File: config.mk
export PLATFORM = sky130hd
export DESIGN_NAME = seq_pattern_tx
export DESIGN_NICKNAME = d
export VERILOG_FILES = /design/src/rtl/seq_pattern_tx.sv
export SDC_FILE = /design/constraint.sdc
export NUM_CORES = 1
export LEC_CHECK = 0
export ABC_CLOCK_PERIOD_IN_PS = 4100
export CELL_PAD_IN_SITES_DETAIL_PLACEMENT = 0
export CELL_PAD_IN_SITES_GLOBAL_PLACEMENT = 2
export CORE_ASPECT_RATIO = 0.75
export CORE_UTILIZATION = 25
export CTS_CLUSTER_SIZE = 40
export DETAILED_ROUTE_END_ITERATION = 10
export GPL_TIMING_DRIVEN = 0
export PLACE_DENSITY_LB_ADDON = 0.3
export SLEW_MARGIN = 5
export SYNTH_ARGS = -nofsm -noshare
export SYNTH_HDL_FRONTEND = slang
export SYNTH_SLANG_ARGS = --single-unit
File: constraint.sdc
create_clock -name clk -period 4.1 [get_ports clk]
set_input_delay 1.025 -clock clk [delete_from_list [all_inputs] [get_ports clk]]
set_output_delay 1.025 -clock clk [all_outputs]
set_load 0.02 [all_outputs]
File: src/rtl/seq_pattern_tx.sv
// seq_pattern_tx
// ----------------------------------------------------------------------------
// Serial frame transmitter for the sequence-detection test path. A parallel
// word accepted over a valid/ready handshake is sent one bit per clock as:
//   sync pattern (MSB first) -> data word (MSB first) -> optional even parity
//   -> GAP idle cycles.
// The serial bit drives the single-bit input of the downstream detectors.
//
// Parameters
//   DATA_W        payload width (>=1)
//   SYNC_LEN      number of sync bits (>=1)
//   SYNC_PATTERN  sync bits, bit SYNC_LEN-1 sent first
//   PARITY        0 = no parity bit, 1 = append even parity after the data
//   GAP           idle cycles after each frame (>=0)
//
// Ports
//   clk         clock, rising edge
//   rst         synchronous active-high reset
//   in_valid    in_data is offered
//   in_ready    word can be accepted this cycle (combinational)
//   in_data     payload word, captured on handshake
//   o           serial output bit
//   o_valid     o carries a sync, data or parity bit
//   busy        a frame or its gap is in progress
//   frame_done  one-cycle pulse in the cycle after the last frame bit
// ----------------------------------------------------------------------------
module seq_pattern_tx #(
  parameter int                  DATA_W       = 8,
  parameter int                  SYNC_LEN     = 4,
  parameter logic [SYNC_LEN-1:0] SYNC_PATTERN = 4'b1011,
  parameter int                  PARITY       = 0,
  parameter int                  GAP          = 2
) (
  input  logic              clk,
  input  logic              rst,
  input  logic              in_valid,
  output logic              in_ready,
  input  logic [DATA_W-1:0] in_data,
  output logic              o,
  output logic              o_valid,
  output logic              busy,
  output logic              frame_done
);

  // The single down-counter is reused by the sync, data and gap phases, so
  // it must be wide enough for the longest of the three.
  localparam int CNT_MAX_SD = (SYNC_LEN > DATA_W) ? SYNC_LEN - 1 : DATA_W - 1;
  localparam int CNT_MAX    = (GAP - 1 > CNT_MAX_SD) ? GAP - 1 : CNT_MAX_SD;
  localparam int CNT_W      = (CNT_MAX < 1) ? 1 : $clog2(CNT_MAX + 1);

  localparam int GAP_LAST_I = (GAP > 0) ? GAP - 1 : 0;

  localparam logic [CNT_W-1:0] SYNC_LAST = CNT_W'(SYNC_LEN - 1);
  localparam logic [CNT_W-1:0] DATA_LAST = CNT_W'(DATA_W - 1);
  localparam logic [CNT_W-1:0] GAP_LAST  = CNT_W'(GAP_LAST_I);
  localparam logic [CNT_W-1:0] CNT_ONE   = CNT_W'(1);

  typedef enum logic [2:0] {
    S_IDLE,
    S_SYNC,
    S_DATA,
    S_PAR,
    S_GAP
  } state_t;

  state_t              state_q,     state_d;
  logic [CNT_W-1:0]    bitCnt_q,    bitCnt_d;
  logic [DATA_W-1:0]   shreg_q,     shreg_d;
  logic                parAcc_q,    parAcc_d;
  logic                o_q,         o_d;
  logic                oValid_q,    oValid_d;
  logic                busy_q,      busy_d;
  logic                frameDone_q, frameDone_d;

  logic [SYNC_LEN-1:0] syncShifted;
  logic                handshake;

  // A word can only be taken while idle, and never on a reset edge, so the
  // ready flag is masked by rst directly rather than waiting a cycle.
  assign in_ready  = (state_q == S_IDLE) && !rst;
  assign handshake = in_valid && in_ready;

  // Next-state logic. Each phase counts down from its last index to zero and
  // then hands over to the following phase with the counter preloaded. The
  // data shift register moves one place per data cycle and the parity
  // accumulator folds in the bit that was just on the wire, so by the time
  // the parity phase is entered it holds the XOR of the whole word.
  always_comb begin
    state_d     = state_q;
    bitCnt_d    = bitCnt_q;
    shreg_d     = shreg_q;
    parAcc_d    = parAcc_q;
    frameDone_d = 1'b0;

    case (state_q)
      S_IDLE: begin
        if (handshake) begin
          shreg_d  = in_data;
          bitCnt_d = SYNC_LAST;
          parAcc_d = 1'b0;
          state_d  = S_SYNC;
        end
      end

      S_SYNC: begin
        if (bitCnt_q == '0) begin
          bitCnt_d = DATA_LAST;
          state_d  = S_DATA;
        end else begin
          bitCnt_d = bitCnt_q - CNT_ONE;
        end
      end

      S_DATA: begin
        shreg_d  = shreg_q << 1;
        parAcc_d = parAcc_q ^ shreg_q[DATA_W-1];
        if (bitCnt_q == '0) begin
          if (PARITY != 0) begin
            state_d = S_PAR;
          end else begin
            frameDone_d = 1'b1;
            if (GAP > 0) begin
              bitCnt_d = GAP_LAST;
              state_d  = S_GAP;
            end else begin
              state_d = S_IDLE;
            end
          end
        end else begin
          bitCnt_d = bitCnt_q - CNT_ONE;
        end
      end

      S_PAR: begin
        frameDone_d = 1'b1;
        if (GAP > 0) begin
          bitCnt_d = GAP_LAST;
          state_d  = S_GAP;
        end else begin
          state_d = S_IDLE;
        end
      end

      S_GAP: begin
        if (bitCnt_q == '0) begin
          state_d = S_IDLE;
        end else begin
          bitCnt_d = bitCnt_q - CNT_ONE;
        end
      end

      default: begin
        state_d = S_IDLE;
      end
    endcase
  end

  // Output decode. The serial outputs are registered, so they are decoded
  // from the *next* state: the bit presented in a cycle belongs to the state
  // the block is in during that cycle. This puts the first sync bit on the
  // wire in the cycle right after the handshake edge.
  always_comb begin
    syncShifted = SYNC_PATTERN >> bitCnt_d;
    o_d         = 1'b0;
    oValid_d    = 1'b0;
    busy_d      = (state_d != S_IDLE);

    case (state_d)
      S_SYNC: begin
        o_d      = syncShifted[0];
        oValid_d = 1'b1;
      end
      S_DATA: begin
        o_d      = shreg_d[DATA_W-1];
        oValid_d = 1'b1;
      end
      S_PAR: begin
        o_d      = parAcc_d;
        oValid_d = 1'b1;
      end
      default: begin
        o_d      = 1'b0;
        oValid_d = 1'b0;
      end
    endcase
  end

  // State and output registers. Reset abandons any frame in flight without
  // a completion pulse and clears every piece of datapath state.
  always_ff @(posedge clk) begin
    if (rst) begin
      state_q     <= S_IDLE;
      bitCnt_q    <= '0;
      shreg_q     <= '0;
      parAcc_q    <= 1'b0;
      o_q         <= 1'b0;
      oValid_q    <= 1'b0;
      busy_q      <= 1'b0;
      frameDone_q <= 1'b0;
    end else begin
      state_q     <= state_d;
      bitCnt_q    <= bitCnt_d;
      shreg_q     <= shreg_d;
      parAcc_q    <= parAcc_d;
      o_q         <= o_d;
      oValid_q    <= oValid_d;
      busy_q      <= busy_d;
      frameDone_q <= frameDone_d;
    end
  end

  assign o          = o_q;
  assign o_valid    = oValid_q;
  assign busy       = busy_q;
  assign frame_done = frameDone_q;

endmodule

After elaboration in Yosys (flattened, before gate mapping) --
Index checks and enable logic that the tools add are counted.
Operators by class: $add $sub $neg 1, eq/ne operators 8, shift-type cells 1, mux-type cells 18, bitwise gates (word level) 1, reduce and logical (&&, ||, !) cells 9
Operator list (number):
- $pmux 3 s5 | 2
- $mux 3 | 8
- $pmux 8 s2 | 1
- $eq 3x2->1 const B | 4
- $mux 8 | 1
- $eq 3x1->1 const B | 2
- $logic_not 3->1 | 2
- $pmux 1 s2 | 2
- $shr 4x3->1 const A | 1
- $eq 3x3->1 const B | 1
- $mux 1 | 3
- $pmux 1 s3 | 1
- $reduce_bool 3->1 | 1
- $reduce_or 3->1 | 1
- $sub 3x1->3 const B | 1
- $logic_and 1x1->1 | 2
- $ne 2x2->1 const B | 1
- $reduce_and 2->1 | 1
- $reduce_bool 2->1 | 1
- $logic_not 1->1 | 1
- $xor 1x1->1 | 1
Word-level totals: register bits after elaboration 19, input port bits 11, output and inout bits 5, word-level logic and storage cells 47

Longest topological paths before layout --
Gate-level depths: netlist (run 1).
word-level depth 8, depth in mapped cells 9, mapped depth without buffers 9

Least setup slack after synthesis (run 1) --
No wires, ideal clock.
path kind in2out, from input rst, to output in_ready, arrival time 1.472 ns, data required time 3.075 ns, slack 1.603 ns, stages on the path 1, path buffers 0, cell sequence nor4_4
Between the ends: longest elaborated chain between the ends 2
Ends and longest elaborated chain:
- start: declaration | RTL line 35 | input logic rst,
- $logic_not 1->1 | RTL line 80 | assign in_ready = (state_q == S_IDLE) && !rst;
- $logic_and 1x1->1 | RTL line 80
- end: declaration | RTL line 37 | output logic in_ready,
Every way passes these cells.

Worst setup path after layout (run 1) --
Ends and elaborated chain as after synthesis.

==> results of run 1 <==
per-stage QoR:
| stage | utilization, % | cell area (µm²) | setup WS, ns |
|---|---|---|---|
| after floorplan | - | 997.2 | 1.603 |
| after global placement | 32.48 | 1212 | 0.5466 |
| after detailed placement | 32.48 | 1212 | 0.5319 |
| after CTS | 33.96 | 1267 | 0.5286 |
| after global routing | 33.96 | 1267 | 0.4778 |
| final | 33.96 | 1267 | 0.5318 |
cells in the mapped netlist, types with 2 or more instances:
cell | instances | share of area [%]
ha_1 | 3 | 3.8
a22o_1 | 3 | 2.6
nor3_1 | 3 | 1.5
nor3b_1 | 2 | 1.5
a32oi_1 | 2 | 1.8
dfxtp_1 | 18 | 36
a21oi_1 | 10 | 5.0
a22oi_1 | 6 | 4.5
inv_1 | 4 | 1.5
nor2b_1 | 3 | 1.9
nor2_1 | 6 | 2.3
nand2_1 | 12 | 4.5
nand3_1 | 2 | 1.0
or2_1 | 2 | 1.3
o21a_1 | 3 | 2.3
o21ai_0 | 3 | 1.5
o21ba_2 | 2 | 2.0
buf_2 | 5 | 2.5
worst min-delay path by stage:
stage	start	depth (start not counted)	slack, ns	to
6_report	shreg_q[4]	2	0.46	shreg_q[4]
5_1_grt	shreg_q[3]	2	0.48	shreg_q[3]
4_1_cts	shreg_q[4]	2	0.46	shreg_q[4]
3_5_place_dp	shreg_q[4]	2	0.45	shreg_q[4]
3_3_place_gp	shreg_q[1]	2	0.44	shreg_q[1]
2_1_floorplan	shreg_q[1]	2	0.44	shreg_q[1]
kinds of logic (layout without fill, tap and decap cells):
| group | Yosys count | count (layout) | synth area share, % |
|---|---|---|---|
| buffers and inverters | 12 | 31 | 5.519 |
| and+or+nand+nor | 39 | 39 | 22.08 |
| AOI/OAI and AO/OA | 38 | 38 | 31.62 |
| adders and majority gates | 3 | 3 | 3.765 |
| xor gates and xnor gates | 1 | 1 | 0.8785 |
| DFF | 18 | 18 | 36.14 |
flip-flops by register name, indices dropped and copies added, names as in the netlist:
name	flops
bitCnt_q	3
busy	1
frame_done	1
o	1
o_valid	1
shreg_q	8
state_q	3
worst max-delay path: cells and delay by family:
| kind | cells | cell delay [ns] |
|---|---|---|
| buffers and inverters | 2 | 1.13 |
| AND/OR/NAND/NOR | 1 | 0.38 |
area by class of cell:
type | count | share of cell area, %
repair buffers | 15 | 11.85
plain buffers | 7 | 2.863
well taps | 52 | 5.133
inverters | 5 | 1.481
flip-flops and latches | 18 | 28.43
clock buffers | 4 | 4.344
multi-input cells | 81 | 45.90
metal layers:
metal | routed length [µm] | share of wire, % | track usage [%]
met5 | 0 | 0 | 0
met2 | 869 | 39 | 15.44
met1 | 1277 | 57 | 18.08
met3 | 79 | 3.5 | 4.847
met4 | 13 | 0.58 | 2.426
where the power goes:
part	switching [W]	internal (W)	leakage, nW	total, W
Clock	0.0000603	0.0000853	0.0288	0.000146
Combinational	0.0000711	0.0000612	0.297	0.000132
Sequential	0.0000116	0.000189	0.147	0.000201
Total	0.000143	0.000336	0.473	0.000479
==> flow_summary.yaml, run 1 <==
setup_path:
  max_stage_delay_ns: 0.67
  crit_path_start: "rst"
  setup.worst_path.end: "in_ready"
  rr_startpoint: "bitCnt_q[0]"
  critPathSlowestCell: "clkdlybuf4s50_1"
  cpMostUsedCell: "clkdlybuf4s50_1"
  worst-endpoint-required_ns: 3.07
  r2r_slack_ns: 2.21
  r2r-end: "o"
  cp_max_fo: 4
  reg2regPathDepth: 9
  cp-start-kind: "input port"
  critPathKind: "input port to output port"
  crit_chain: "clkdlybuf4s50_1 -> nor4_4 -> clkdlybuf4s50_1"
  worstPathArrival_ns: 2.54
  cp-end-kind: "output port"
clocking:
  tritoncts: "yes"
  clk_pin_slew_ns: 0.07
  htreeDepth: 1
  clk_path_buf_depth: 2
  cts_hold_buf: 0
  clk_latency_ns: 0.25
  cts_setup_buffers: 0
  ctsResizeCount: 0
  cts-buffers-inserted: 3
  clock-sinks: 18
  cts-root-buf: "clkbuf_8"
sta:
  tightest_slew_ns: 0.4301
  slew_headroom_pct: 71.32
  rsz0062_at_grt: "false"
  period_minus_slack_ns: 3.568
  fin_worst_skew_ns: 0.004500
  finalCritPeriodShare_pct: 87.03
  setup-tns-final_ns: 0
  setup_viol: 0
  drv_slew: 0
  hold_viol_final: 0
  fmax_ghz: 0.2803
  hold-worst-slack_ns: 0.4583
synthesis:
  synth_edf_count: 0
  synthFlopType: "dfxtp_1"
  synthArstFlopShare_pct: 0
  ys_types: 40
  postSynthAreaPerCell_um2: 8.984
  synth_fp_nets: 125
  postSynthCellCount: 111
  ys_seq_area_share_pct: 36.14
  ys_seq_elements: 18
  yosysWarnings: 0
  syn_area_um2: 997.2
final_layout:
  fillers: 392
  drive_above_1_share_pct: 15.38
  final_cells: 182
  regArea_um2: 360.3
  nets: 145
  multi_input_area_um2: 581.8
  layout-area-overhead-vs-synth_pct: 27.10
  n_antenna_cell: 0
  layout_common_cells: "18 x dfxtp_1, 15 x clkdlybuf4s50_1, 12 x nand2_1, 10 x a21oi_1"
  final_common_cell: "dfxtp_1"
grt:
  grt-ovfl-total: 0
  grt_max_degree: 11
  antenna_found_initial: 0
  grt_pass1_vias: 799
  track_usage_pct: 11.95
  grt_pass1_wl_um: 3815
flow_run:
  maxCapViolCount: 0
place:
  dp_cells: 178
  hpwl_um: 1724
  gp_congestion: 0.7787
  port_buffers: 15
floorplanning:
  die_area_um2: 4248
  io_pins: 16
  die_x_um: 74.93
  initial_utilization_pct: 26.72
  core_area_um2: 3732
  die_y_um: 56.70
  rows: 19
drt:
  vias: 845
  avgRoutedWirePerCell_um: 12.30
  dr.pass1.iters: 4
  route.detailed.drc: 0
  drt.antenna.violating_nets: 0
  drt-total-wl_um: 2239
  routed_via_density: 4.643
  drtIter0Drc: 61
power:
  powerDensity_nw_per_um2: 377.7
  power_w: 0.0004787
  leakage_nw: 0.4731
  ir_worst_vdd_v: 0.0001575
run_status:
  outcome: "finished, final reports clean"
min_path:
  hold_class: "flop to flop"
No activity file was read; power rests on OpenSTA's default activity.
==> run 2: changes to the inputs <==
Settings changed: CORE_MARGIN set to 2.
==> flow_summary.yaml, run 2 (synthesized netlist as in run 1, its figures left out) <==
setup_path:
  critPathKind: "input port to output port"
  cp_top_family: "buffers and inverters"
  rr_startpoint: "bitCnt_q[0]"
  r2r_slack_ns: 2.21
  crit_buf_inv: 2
  worstPathArrival_ns: 2.52
  cp-start-kind: "input port"
  worst-endpoint-required_ns: 3.07
  reg2regPathDepth: 9
  max_stage_delay_ns: 0.68
  crit_chain: "clkdlybuf4s50_1 -> nor4_4 -> clkdlybuf4s50_1"
  critPathSlowestCell: "clkdlybuf4s50_1"
  r2r-end: "o"
  cpMostUsedCell: "clkdlybuf4s50_1"
  cp_max_fo: 4
  cp-end-kind: "output port"
clocking:
  clk_pin_slew_ns: 0.07
  clk_latency_ns: 0.25
  clk_path_buf_depth: 2
  htreeDepth: 1
  clock-sinks: 18
  cts-buffers-inserted: 3
  cts_setup_buffers: 0
  cts_hold_buf: 0
  cts-root-buf: "clkbuf_8"
  ctsResizeCount: 0
  tritoncts: "yes"
grt:
  grt-ovfl-total: 0
  grt_pass1_vias: 825
  grt_pass1_wl_um: 4050
  grt_max_degree: 11
  track_usage_pct: 11.15
  antenna_found_initial: 0
final_layout:
  final_common_cell: "dfxtp_1"
  layout_common_cells: "18 x dfxtp_1, 15 x clkdlybuf4s50_1, 12 x nand2_1, 10 x a21oi_1"
  n_antenna_cell: 0
  layout-area-overhead-vs-synth_pct: 27.10
  nets: 145
  reg.largest.list: "shreg_q: 8 flops, bitCnt_q: 3 flops, state_q: 3 flops"
  drive_above_1_share_pct: 15.38
  largest_reg_flops: 8
  largest_register: "shreg_q"
  final_cells: 182
sta:
  fmax_ghz: 0.2817
  slew_headroom_pct: 69.78
  finalWorstSetupSlack_ns: 0.5506
  setup-tns-final_ns: 0
  fin_worst_skew_ns: 0.006619
  tightest_slew_ns: 0.4534
  period_minus_slack_ns: 3.549
  drv_slew: 0
  setup_viol: 0
  hold_viol_final: 0
  finalCritPeriodShare_pct: 86.57
  rsz0062_at_grt: "false"
run_status:
  outcome: "finished, final reports clean"
power:
  powerDensity_nw_per_um2: 376.5
  ir_worst_vdd_v: 0.0002256
  leakage_nw: 0.4731
flow_run:
  maxCapViolCount: 0
floorplanning:
  die_x_um: 76.93
  core_area_um2: 3732
  die_y_um: 58.70
  initial_utilization_pct: 26.72
  die_area_um2: 4515
  io_pins: 16
  rows: 19
place:
  pre_cts_ws_ns: 0.5489
  port_buffers: 15
  hpwl_um: 1791
  dp_cells: 178
  gp_congestion: 0.7417
drt:
  drt.antenna.violating_nets: 0
  vias: 839
  routed_via_density: 4.610
  dr.pass1.iters: 6
  avgRoutedWirePerCell_um: 12.85
  drtIter0Drc: 29
  route.detailed.drc: 0
  drt-total-wl_um: 2338
min_path:
  holdPathStages: 2
  whs_endpoint: "shreg_q[3]"
  hold_class: "flop to flop"
  min-delay-start: "shreg_q[3]"
==> run 2: cell counts in the layout (fill, tap and decap cells not counted) <==
Identical to the previous run, type by type.
==> run 2: area by class of cell <==
type	instances	area, µm²
Timing Repair Buffer	15	150.1
Fill cell	398	2465
Multi-Input combinational cell	81	581.8
Inverter	5	18.77
Sequential cell	18	360.3
Buffer	7	36.28
Tap cell	52	65.06
Clock buffer	4	55.05
==> run 2: power breakdown <==
part / switching, W / total, W / internal, W
logic: 0.0000713 / 0.000132 / 0.0000609
registers: 0.0000116 / 0.000201 / 0.000189
clock network: 0.0000590 / 0.000144 / 0.0000852
total: 0.000142 / 0.000477 / 0.000335
==> run 2: worst max path at each step <==
| stage | startpoint | end | cells after the start |
|---|---|---|---|
| 6_report | rst | in_ready | 3 |
| 5_1_grt | rst | in_ready | 3 |
| 4_1_cts | rst | in_ready | 3 |
| 3_5_place_dp | rst | in_ready | 3 |
| 3_3_place_gp | rst | in_ready | 3 |
| 2_1_floorplan | rst | in_ready | 1 |
==> run 2: worst reg2reg max path: cells and delay by family (launching register included) <==
| family | cells | cell delay (ns) |
|---|---|---|
| buf+inv | 2 | 0.26 |
| flops | 1 | 0.33 |
| fa+ha+maj | 2 | 0.38 |
| simple gates | 2 | 0.40 |
| compound gates | 3 | 0.47 |
==> run 2: per-stage QoR <==
step / hold slack (ns) / cell area (µm²) / utilization [%] / power, W
2_1_floorplan: 0.4360 / 997.2 / - / 0.0002957
3_3_place_gp: 0.4433 / 1212 / 32.48 / 0.0003375
3_5_place_dp: 0.4480 / 1212 / 32.48 / 0.0003366
4_1_cts: 0.4580 / 1267 / 33.96 / 0.0004820
5_1_grt: 0.4816 / 1267 / 33.96 / 0.0005066
6_report: 0.4569 / 1267 / 33.96 / 0.0004771
==> run 2: layer usage <==
layer,up-vias,global-route usage (%),part of all wire [%]
li1,440,-,-
met1,384,16.21,53
met2,13,16.04,42
met3,2,4.141,5.3
met4,0,1.558,0.47
met5,-,0,0
==> run 3: changes to the inputs <==
Settings changed: SKIP_CTS_REPAIR_TIMING set to 1, TNS_END_PERCENT set to 30.
==> results of run 3 <==
The final DEF is identical to that of run 2; final timing and power are the same.
